--- src/rtl/pipemem_ctrl_pkg.sv ---
// Shared definitions for the MEM-stage data memory controller: FSM encoding,
// timeout default and small helpers used by the controller and its counter.
package pipemem_ctrl_pkg;

    localparam int TIMEOUT_DEFAULT = 15;

    typedef enum logic [1:0] {
        ST_IDLE = 2'd0,
        ST_BUSY = 2'd1,
        ST_DONE = 2'd2
    } state_t;

    function automatic logic is_aligned(input logic [1:0] addr_lsb);
        return addr_lsb == 2'b00;
    endfunction

    // Counter only has to hold values 0..TIMEOUT-1 before the terminal count fires.
    function automatic int cnt_width(input int timeout);
        return (timeout < 2) ? 1 : $clog2(timeout);
    endfunction

endpackage

--- src/rtl/pipemem_ctrl_if.sv ---
// Data memory bus between the MEM-stage controller (master) and the memory (slave).
interface pipemem_ctrl_if;

    // Handshake: mem_req rises with mem_we/mem_addr/mem_wdata valid and all four
    // stay stable until the transfer ends; a transfer completes in the cycle where
    // mem_req=1 and mem_ready=1 (mem_rdata valid then); mem_ready is ignored when
    // no request is outstanding.
    logic        mem_req;
    logic        mem_we;
    logic [31:0] mem_addr;
    logic [31:0] mem_wdata;
    logic        mem_ready;
    logic [31:0] mem_rdata;

    modport master (
        output mem_req,
        output mem_we,
        output mem_addr,
        output mem_wdata,
        input  mem_ready,
        input  mem_rdata
    );

    modport slave (
        input  mem_req,
        input  mem_we,
        input  mem_addr,
        input  mem_wdata,
        output mem_ready,
        output mem_rdata
    );

endinterface

--- src/rtl/pipemem_tocnt.sv ---
// BUSY-phase timeout counter: clears while not waiting, counts waiting cycles,
// flags the cycle in which the wait limit is reached.
module pipemem_tocnt
    import pipemem_ctrl_pkg::*;
#(
    parameter int TIMEOUT = TIMEOUT_DEFAULT
) (
    input  logic clock,
    input  logic resetn,
    input  logic clr_i,
    input  logic en_i,
    output logic tc_o
);

    localparam int CNT_W = cnt_width(TIMEOUT);

    logic [CNT_W-1:0] cnt_q;
    logic [CNT_W-1:0] cnt_d;

    always_comb begin
        cnt_d = cnt_q;
        if (clr_i) begin
            cnt_d = '0;
        end else if (en_i) begin
            cnt_d = cnt_q + CNT_W'(1);
        end
    end

    always_ff @(posedge clock or negedge resetn) begin
        if (!resetn) begin
            cnt_q <= '0;
        end else begin
            cnt_q <= cnt_d;
        end
    end

    // Fires on the TIMEOUT-th waiting cycle; TIMEOUT=0 never fires.
    assign tc_o = (TIMEOUT != 0) && en_i && !clr_i && (cnt_q == CNT_W'(TIMEOUT - 1));

endmodule

--- src/rtl/pipemem_ctrl.sv ---
// MEM-stage data memory controller: issues one memory access per load/store,
// stalls the pipeline while it is outstanding, and flags misalign/timeout errors.
module pipemem_ctrl
    import pipemem_ctrl_pkg::*;
#(
    parameter int TIMEOUT = TIMEOUT_DEFAULT
) (
    input  logic                  clock,
    input  logic                  resetn,
    input  logic                  mwmem,
    input  logic                  mm2reg,
    input  logic [31:0]           malu,
    input  logic [31:0]           mb,
    pipemem_ctrl_if.master        bus,
    output logic [31:0]           mmo,
    output logic                  stall,
    output logic                  err_misalign,
    output logic                  err_timeout,
    output state_t                dbg_state_o
);

    state_t      state_q, state_d;
    logic        req_q, req_d;
    logic        we_q, we_d;
    logic [31:0] addr_q, addr_d;
    logic [31:0] wdata_q, wdata_d;
    logic [31:0] mmo_q, mmo_d;
    logic        mis_q, mis_d;
    logic        to_q, to_d;
    logic        stall_c;

    logic access;
    logic aligned;
    logic cnt_clr;
    logic cnt_en;
    logic cnt_tc;

    assign access  = mwmem | mm2reg;
    assign aligned = is_aligned(malu[1:0]);
    assign cnt_clr = (state_q != ST_BUSY);
    assign cnt_en  = (state_q == ST_BUSY) && !bus.mem_ready;

    pipemem_tocnt #(
        .TIMEOUT (TIMEOUT)
    ) u_tocnt (
        .clock  (clock),
        .resetn (resetn),
        .clr_i  (cnt_clr),
        .en_i   (cnt_en),
        .tc_o   (cnt_tc)
    );

    always_ff @(posedge clock or negedge resetn) begin
        if (!resetn) begin
            state_q <= ST_IDLE;
        end else begin
            state_q <= state_d;
        end
    end

    always_comb begin
        state_d = state_q;
        case (state_q)
            ST_IDLE: begin
                if (access) begin
                    state_d = aligned ? ST_BUSY : ST_DONE;
                end
            end
            ST_BUSY: begin
                if (bus.mem_ready || cnt_tc) begin
                    state_d = ST_DONE;
                end
            end
            ST_DONE: state_d = ST_IDLE;
            default: state_d = ST_IDLE;
        endcase
    end

    always_comb begin
        stall_c = 1'b0;
        req_d   = req_q;
        we_d    = we_q;
        addr_d  = addr_q;
        wdata_d = wdata_q;
        mmo_d   = mmo_q;
        mis_d   = mis_q;
        to_d    = to_q;
        case (state_q)
            ST_IDLE: begin
                if (access) begin
                    stall_c = 1'b1;
                    if (aligned) begin
                        req_d   = 1'b1;
                        we_d    = mwmem;
                        addr_d  = malu;
                        wdata_d = mb;
                    end else begin
                        mis_d = 1'b1;
                    end
                end
            end
            ST_BUSY: begin
                stall_c = 1'b1;
                // A completion in the same cycle as the limit takes precedence.
                if (bus.mem_ready) begin
                    req_d = 1'b0;
                    if (!we_q) begin
                        mmo_d = bus.mem_rdata;
                    end
                end else if (cnt_tc) begin
                    req_d = 1'b0;
                    to_d  = 1'b1;
                    if (!we_q) begin
                        mmo_d = '0;
                    end
                end
            end
            default: ;
        endcase
    end

    always_ff @(posedge clock or negedge resetn) begin
        if (!resetn) begin
            req_q   <= 1'b0;
            we_q    <= 1'b0;
            addr_q  <= '0;
            wdata_q <= '0;
            mmo_q   <= '0;
            mis_q   <= 1'b0;
            to_q    <= 1'b0;
        end else begin
            req_q   <= req_d;
            we_q    <= we_d;
            addr_q  <= addr_d;
            wdata_q <= wdata_d;
            mmo_q   <= mmo_d;
            mis_q   <= mis_d;
            to_q    <= to_d;
        end
    end

    // Held in reset the pipeline must not see a freeze request.
    assign stall         = stall_c & resetn;
    assign bus.mem_req   = req_q;
    assign bus.mem_we    = we_q;
    assign bus.mem_addr  = addr_q;
    assign bus.mem_wdata = wdata_q;
    assign mmo           = mmo_q;
    assign err_misalign  = mis_q;
    assign err_timeout   = to_q;
    assign dbg_state_o   = state_q;

endmodule

--- src/flat_wrapper.sv ---
// flat-port wrapper written by rule: the top's interface ports become plain ports
module pipemem_ctrl_flat import pipemem_ctrl_pkg::*;
#(
    parameter int TIMEOUT = TIMEOUT_DEFAULT
)
  (clock, resetn, mwmem, mm2reg, malu, mb, mmo, stall, err_misalign, err_timeout, dbg_state_o, bus_mem_req, bus_mem_we, bus_mem_addr, bus_mem_wdata, bus_mem_ready, bus_mem_rdata);
  pipemem_ctrl_if bus_i ();
  input  logic clock;
  input  logic resetn;
  input  logic mwmem;
  input  logic mm2reg;
  input  logic [31:0] malu;
  input  logic [31:0] mb;
  output logic [31:0] mmo;
  output logic stall;
  output logic err_misalign;
  output logic err_timeout;
  output state_t dbg_state_o;
  output wire logic [$bits(bus_i.mem_req)-1:0] bus_mem_req;
  output wire logic [$bits(bus_i.mem_we)-1:0] bus_mem_we;
  output wire logic [$bits(bus_i.mem_addr)-1:0] bus_mem_addr;
  output wire logic [$bits(bus_i.mem_wdata)-1:0] bus_mem_wdata;
  input wire logic [$bits(bus_i.mem_ready)-1:0] bus_mem_ready;
  input wire logic [$bits(bus_i.mem_rdata)-1:0] bus_mem_rdata;
  assign bus_mem_req = bus_i.mem_req;
  assign bus_mem_we = bus_i.mem_we;
  assign bus_mem_addr = bus_i.mem_addr;
  assign bus_mem_wdata = bus_i.mem_wdata;
  assign bus_i.mem_ready = bus_mem_ready;
  assign bus_i.mem_rdata = bus_mem_rdata;
  pipemem_ctrl #(.TIMEOUT(TIMEOUT)) u_core (.clock(clock), .resetn(resetn), .mwmem(mwmem), .mm2reg(mm2reg), .malu(malu), .mb(mb), .bus(bus_i), .mmo(mmo), .stall(stall), .err_misalign(err_misalign), .err_timeout(err_timeout), .dbg_state_o(dbg_state_o));
endmodule
--- config.mk ---
export PLATFORM = sky130hd
export DESIGN_NAME = pipemem_ctrl_flat
export DESIGN_NICKNAME = d
export VERILOG_FILES = /design/src/rtl/pipemem_ctrl_pkg.sv /design/src/rtl/pipemem_ctrl_if.sv /design/src/rtl/pipemem_tocnt.sv /design/src/rtl/pipemem_ctrl.sv /design/src/flat_wrapper.sv
export SDC_FILE = /design/constraint.sdc
export NUM_CORES = 1
export LEC_CHECK = 0
export ABC_AREA = 1
export ABC_CLOCK_PERIOD_IN_PS = 1530
export CAP_MARGIN = 20
export CORE_MARGIN = 4
export CORE_UTILIZATION = 43
export CTS_BUF_LIST = sky130_fd_sc_hd__clkbuf_2
export CTS_CLUSTER_SIZE = 24
export DETAILED_ROUTE_END_ITERATION = 8
export PLACE_DENSITY_LB_ADDON = 0.12
export SYNTH_ARGS = -nofsm -noshare
export SYNTH_HDL_FRONTEND = slang
export SYNTH_SLANG_ARGS = --single-unit
--- constraint.sdc ---
create_clock -name clock -period 1.53 [get_ports clock]
set_input_delay 0.306 -clock clock [delete_from_list [all_inputs] [get_ports clock]]
set_output_delay 0.306 -clock clock [all_outputs]
set_load 0.02 [all_outputs]
==> flow_summary.json, run 1 <==
{
  "outcome": "finished with violations",
  "violations": "setup timing",
  "setup_violations": 3,
  "post-dp-hpwl_um": 8704,
  "ys_seq_area_share_pct": 59.10,
  "r2r_cells": 7,
  "worst_setup_path_end_kind": "output port",
  "syn_area_mm2": 0.004488,
  "cp_cell_sequence": "inv_2 > nor2_4 > inv_2 > a21boi_1 > buf_4",
  "min_to": "u_core.bus.mem_addr[31]$_DFFE_PN0P_",
  "max_stage_delay_ns": 0.44,
  "track_usage_pct": 19.01,
  "postPlaceCellArea_mm2": 0.006721,
  "hold_violations": 0,
  "grt_pass1_vias": 3692,
  "min_delay_path_depth": 3,
  "synth_edf_count": 0,
  "period_share_pct": 115.4,
  "cts_tree": "built",
  "synth_seq_cells": 106,
  "drtAntennaViolNets": 0,
  "crit_arrival_ns": 1.46,
  "drt_iter0_drc": 183,
  "timing.rr.start": "u_core.dbg_state_o[1]$_DFFE_PN0P_",
  "port_buffers": 203,
  "hp-class": "input port to register",
  "synth_ff_type": "dfrtp_1",
  "p_per_area_mw_per_mm2": 1903,
  "die_w_um": 110.2,
  "mostFrequentLayoutCells": "106 x nand2_1, 105 x dfrtp_1, 100 x inv_1",
  "vdd_drop_max_uv": 915.0,
  "cts_sinks": 106,
  "skew_ns": 0.03495,
  "path_class": "register to output port",
  "worst-path-max-fanout": 2,
  "die_area_mm2": 0.01214,
  "slew_headroom_pct": 50.43,
  "power_uw": 13940,
  "fp.dieH_um": 110.2,
  "cpMaxStageDelayCell": "dfrtp_1",
  "clk_latency_ns": 0.54,
  "cp.required_ns": 1.22,
  "start_util_pct": 43.87,
  "tightest_slew_ns": 0.7436,
  "synthDistinctLibCells": 22,
  "seq_area_mm2": 0.002654,
  "layout_min_cycle_time_ns": 1.765,
  "wl_per_cell_um": 14.45,
  "cap_violations": 0,
  "vias": 3885,
  "synth-async-reset-ratio_pct": 100.0,
  "drive_above_1_share_pct": 34.16,
  "cpMostUsedCell": "inv_2",
  "slew_violations": 0,
  "io-pin-count": 204,
  "area_delta_synth_final_pct": 63.26,
  "drc": 0,
  "clockBufferDepth": 2,
  "syn-num-nets": 561,
  "finalInstanceArea_mm2": 0.007327,
  "fillers": 797,
  "insertedDiodeCount": 0,
  "multiInputGateArea_mm2": 0.001300,
  "cts_buffers": 9,
  "antenna_found_initial": 1,
  "grt_max_degree": 60,
  "layout_setup_ws_ns": -0.2354,
  "min_from": "malu[31]",
  "htree_levels": 3,
  "yosys_warnings": 0,
  "rrSetupSlack_ns": 0.05,
  "design.core.area_mm2": 0.01023,
  "totalWireLength_um": 12460,
  "grt_overflow": 0,
  "vias_per_cell": 4.507,
  "rsz0062_at_grt": "true",
  "start_kind": "register",
  "fmax_mhz": 566.5,
  "drt_pre_antenna_iters": 4,
  "syn_avg_cell_area_um2": 9.799,
  "clk_pin_slew_ns": 0.28,
  "netlist_instances": 458,
  "r2r_end": "u_core.bus.mem_addr[24]$_DFFE_PN0P_",
  "mostFrequentLayoutCell": "nand2_1",
  "place_congestion": 0.8418,
  "nets": 824,
  "cts-root-buf": "clkbuf_2",
  "leakagePower_uw": 0.003778,
  "grt_first_pass_wirelength_um": 17820,
  "rows": 37
}
==> Yosys cell counts, types with 2 or more instances <==
| library cell | instances | area, um2 |
|---|---|---|
| buf_2 | 3 | 15.01 |
| nand3_1 | 5 | 25.02 |
| a21oi_1 | 3 | 15.01 |
| nand2_1 | 108 | 405.4 |
| o21ai_2 | 50 | 437.9 |
| nor2_4 | 2 | 22.52 |
| ha_1 | 2 | 25.02 |
| nor2_1 | 4 | 15.01 |
| o21bai_1 | 2 | 15.01 |
| o21ai_0 | 41 | 205.2 |
| inv_1 | 102 | 382.9 |
| o21ai_1 | 7 | 35.03 |
| buf_6 | 15 | 168.9 |
| dfrtp_1 | 106 | 2653 |
==> power by group <==
part / total (uW) / switching, uW / internal (uW)
logic: 7700 / 3710 / 3990
registers: 5010 / 922 / 4090
clock network: 1240 / 872 / 370
total: 13900 / 5500 / 8440
==> cell families after synthesis <==
| family | Yosys count | share of synthesized area (%) |
|---|---|---|
| AOI/OAI and AO/OA | 105 | 16.31 |
| xor gates and xnor gates | 1 | 0.1952 |
| adders and majority gates | 2 | 0.5575 |
| buffers and inverters | 122 | 12.88 |
| DFF | 106 | 59.10 |
| and+or+nand+nor | 122 | 10.96 |
==> routing by layer <==
| layer | part of all wire, % | vias up | GRT usage (%) | routed length [um] |
|---|---|---|---|---|
| met1 | 38 | 1801 | 21.86 | 4702 |
| met3 | 9.6 | 25 | 6.407 | 1197 |
| li1 | - | 1910 | - | - |
| met5 | 0.056 | - | 0 | 7 |
| met2 | 50 | 147 | 31.93 | 6198 |
| met4 | 2.8 | 2 | 8.971 | 352 |
==> metrics by stage <==
step | hold slack [ns] | utilization (%) | setup slack [ns] | TNS (ns) | std cells
detailed placement | 0.4528 | 65.70 | -0.4305 | -12.35 | 798
global route | 0.1866 | 71.62 | -0.3774 | -1.985 | 862
global placement | 0.4533 | 65.70 | -0.4220 | -11.79 | 798
finish | 0.2620 | 71.62 | -0.2354 | -0.3175 | 862
floorplan | 0.01041 | - | 0.06991 | 0 | 458
CTS | 0.2073 | 62.92 | -0.2904 | -0.5401 | 827
==> flip-flops by register name, summed over array words and instances (netlist names), 2 cells and up <==
| name | cells |
|---|---|
| u_core.bus.mem_addr | 32 |
| u_core.bus.mem_wdata | 32 |
| u_core.mmo | 32 |
| u_core.u_tocnt.cnt_q | 4 |
| u_core.dbg_state_o | 2 |
==> worst max path at each step <==
stage | cells past startpoint | slack [ns] | from | to
after floorplan | 4 | 0.07 | u_core.dbg_state_o[0]$_DFFE_PN0P_ | stall
after global placement | 4 | -0.42 | mm2reg | stall
after detailed placement | 4 | -0.43 | mm2reg | stall
after CTS | 4 | -0.29 | u_core.dbg_state_o[1]$_DFFE_PN0P_ | stall
after global routing | 5 | -0.38 | u_core.dbg_state_o[0]$_DFFE_PN0P_ | stall
final | 5 | -0.24 | u_core.dbg_state_o[0]$_DFFE_PN0P_ | stall
==> area by class of cell <==
type	count	share of cell area [%]
Clock buffer	10	0.6831
Timing Repair Buffer	271	37.02
Inverter	102	5.225
Clock inverter	6	0.7855
Sequential cell	106	36.22
Tap cell	136	2.322
Multi-Input combinational cell	231	17.74
==> what timing repair did <==
action                                  4_1_cts  5_1_grt
cloned                                        0        4
endpoints found under the hold margin        30        0
pin swaps                                     2        1
endpoints found under the setup margin      103      119
hold buffers                                  1        0
gates resized for setup                     422      186
setup buffers                                13       32
==> worst max-delay path: cells and delay by family (launching register included) <==
kind	cells	cell delay, ns
flip-flops	1	0.44
buffers and inverters	3	0.26
AND/OR/NAND/NOR	1	0.12
AO/OA/AOI/OAI	1	0.11
Power figures use the tool's default switching activity.
==> run 2, diff against run 1 <==
--- a/config.mk
+++ b/config.mk
@@ -8,7 +8,7 @@
 export ABC_AREA = 1
 export ABC_CLOCK_PERIOD_IN_PS = 1530
 export CAP_MARGIN = 20
-export CORE_MARGIN = 4
+export CORE_MARGIN = 2
 export CORE_UTILIZATION = 43
 export CTS_BUF_LIST = sky130_fd_sc_hd__clkbuf_2
 export CTS_CLUSTER_SIZE = 24
==> flow_summary.json, run 2 (synthesis results as in run 1) <==
{
  "io-pin-count": 204,
  "p_int_uw": 7377,
  "area_delta_synth_final_pct": 52.55,
  "die_area_mm2": 0.01127,
  "layout_setup_ws_ns": -0.2560,
  "wl_met2_um": 5393,
  "worst_setup_path_end_kind": "output port",
  "grt_pass1_vias": 3786,
  "cap_violations": 0,
  "track_usage_pct": 20.13,
  "outcome": "finished with violations",
  "hp-class": "input port to register",
  "grt_overflow": 0,
  "vias_per_cell": 4.443,
  "drive_above_1_share_pct": 32.63,
  "slew_headroom_pct": 54.56,
  "clk_pin_slew_ns": 0.27,
  "slew_violations": 0,
  "worst-path-max-fanout": 3,
  "fin_hold_ws_ns": 0.2611,
  "insertedDiodeCount": 0,
  "p_per_area_mw_per_mm2": 1840,
  "power_switching_uw": 5220,
  "period_share_pct": 116.7,
  "met1Wirelength_um": 4696,
  "violations": "setup timing",
  "cts_tree": "built",
  "mostFrequentLayoutCells": "107 x nand2_1, 106 x dfrtp_1, 100 x inv_1",
  "layout_min_cycle_time_ns": 1.786,
  "mostFrequentLayoutCell": "nand2_1",
  "tightest_slew_ns": 0.6816,
  "cts_buffers": 9,
  "rsz0062_at_grt": "true",
  "fmax_mhz": 559.9,
  "start_util_pct": 43.87,
  "pwr-share-clk_pct": 8.4,
  "vias": 3763,
  "die_w_um": 106.2,
  "highest_layer": "met4",
  "totalWireLength_um": 11280,
  "port_buffers": 203,
  "nets": 810,
  "drtAntennaViolNets": 0,
  "post-dp-hpwl_um": 7950,
  "crit_arrival_ns": 1.48,
  "cts-root-buf": "clkbuf_2",
  "finalInstanceArea_mm2": 0.006847,
  "hold_violations": 0,
  "cp.required_ns": 1.22,
  "vdd_drop_max_uv": 1037,
  "htree_levels": 3,
  "rows": 37,
  "setup_violations": 3,
  "fp.dieH_um": 106.2,
  "swShare_pct": 41.44,
  "grt_max_degree": 55,
  "path_class": "register to output port",
  "seqPwrFrac_pct": 38.5,
  "drt_iter0_drc": 211,
  "drt_pre_antenna_iters": 4,
  "wl_per_cell_um": 13.31,
  "start_kind": "register",
  "wl_met3_um": 967,
  "p_comb_share_pct": 53.1,
  "clk_latency_ns": 0.55,
  "skew_ns": 0.01799,
  "place_congestion": 0.7815,
  "cts_sinks": 106,
  "grt_first_pass_wirelength_um": 17970,
  "drc": 0,
  "antenna_found_initial": 0,
  "postPlaceCellArea_mm2": 0.006699,
  "leakagePower_uw": 0.003600,
  "clockBufferDepth": 2,
  "design.core.area_mm2": 0.01023
}
## run 2: cell count changes in the layout (fill, tap and decap cells not counted), moves of 2 or more
cell and change:
buf_6 -50, buf_4 -9, o21ai_0 -3, nand2_2 -2, buf_2 +48, o21ai_1 +3
## run 2: final timing paths
| kind | startpoint | end | slack, ns | cells after the start |
|---|---|---|---|---|
| min | bus_mem_rdata[3] | u_core.mmo[3]$_DFFE_PN0P_ | 0.26 | 3 |
| max | u_core.dbg_state_o[1]$_DFFE_PN0P_ | stall | -0.26 | 4 |
| max in group asynchronous | resetn | u_core.bus.mem_addr[28]$_DFFE_PN0P_ | 0.48 | 4 |
| min in group asynchronous | resetn | u_core.mmo[31]$_DFFE_PN0P_ | 0.57 | 4 |
| min reg2reg | u_core.u_tocnt.cnt_q[3]$_DFFE_PN0P_ | u_core.u_tocnt.cnt_q[3]$_DFFE_PN0P_ | 0.49 | 1 |
| max reg2reg | u_core.dbg_state_o[0]$_DFFE_PN0P_ | u_core.bus.mem_addr[14]$_DFFE_PN0P_ | 0.03 | 7 |
## run 2: routing by layer
layer,global-route usage (%),vias up
met1,25.56,1714
met5,0,-
met4,8.553,0
met2,32.69,150
met3,5.212,18
li1,-,1881
## run 2: metrics by stage
stage	power [uW]	util [%]	setup WS [ns]	TNS, ns	instances
6_report	12600	66.92	-0.2560	-0.5035	847
5_1_grt	13440	66.92	-0.3602	-1.493	847
4_1_cts	11660	62.68	-0.2603	-0.5251	826
3_5_place_dp	11570	65.48	-0.4708	-9.876	795
3_3_place_gp	11400	65.48	-0.4172	-10.32	795
2_1_floorplan	8110	-	0.06991	0	458
## run 2: area by class of cell
cell class / instances / area, um2
Inverter: 102 / 382.9
Fill cell: 851 / 3385
Timing Repair Buffer: 258 / 2280
Clock buffer: 11 / 55.05
Tap cell: 136 / 170.2
Multi-Input combinational cell: 230 / 1286
Sequential cell: 106 / 2653
Clock inverter: 4 / 20.02
## run 2: critical path, cell delays in order (launching register included)
cell,delay (ns)
dfrtp_1,0.47
inv_1,0.08
o21ai_2,0.07
a21boi_2,0.16
buf_4,0.16
## run 2: power by group through the flow
stage	clock (uW)	combinational, uW	sequential [uW]
after floorplan	0	1670	6440
final	1060	6690	4850
after global routing	1220	7220	5000
after detailed placement	0	6730	4840
after CTS	1120	5810	4720
after global placement	0	6640	4770
## run 2: repair_timing
item | 4_1_cts | 5_1_grt
cloned | 0 | 2
endpoints found under the hold margin | 106 | 0
setup buffers | 15 | 21
pin swaps | 2 | 1
hold buffers | 1 | 0
resized for setup | 426 | 81
endpoints found under the setup margin | 104 | 82
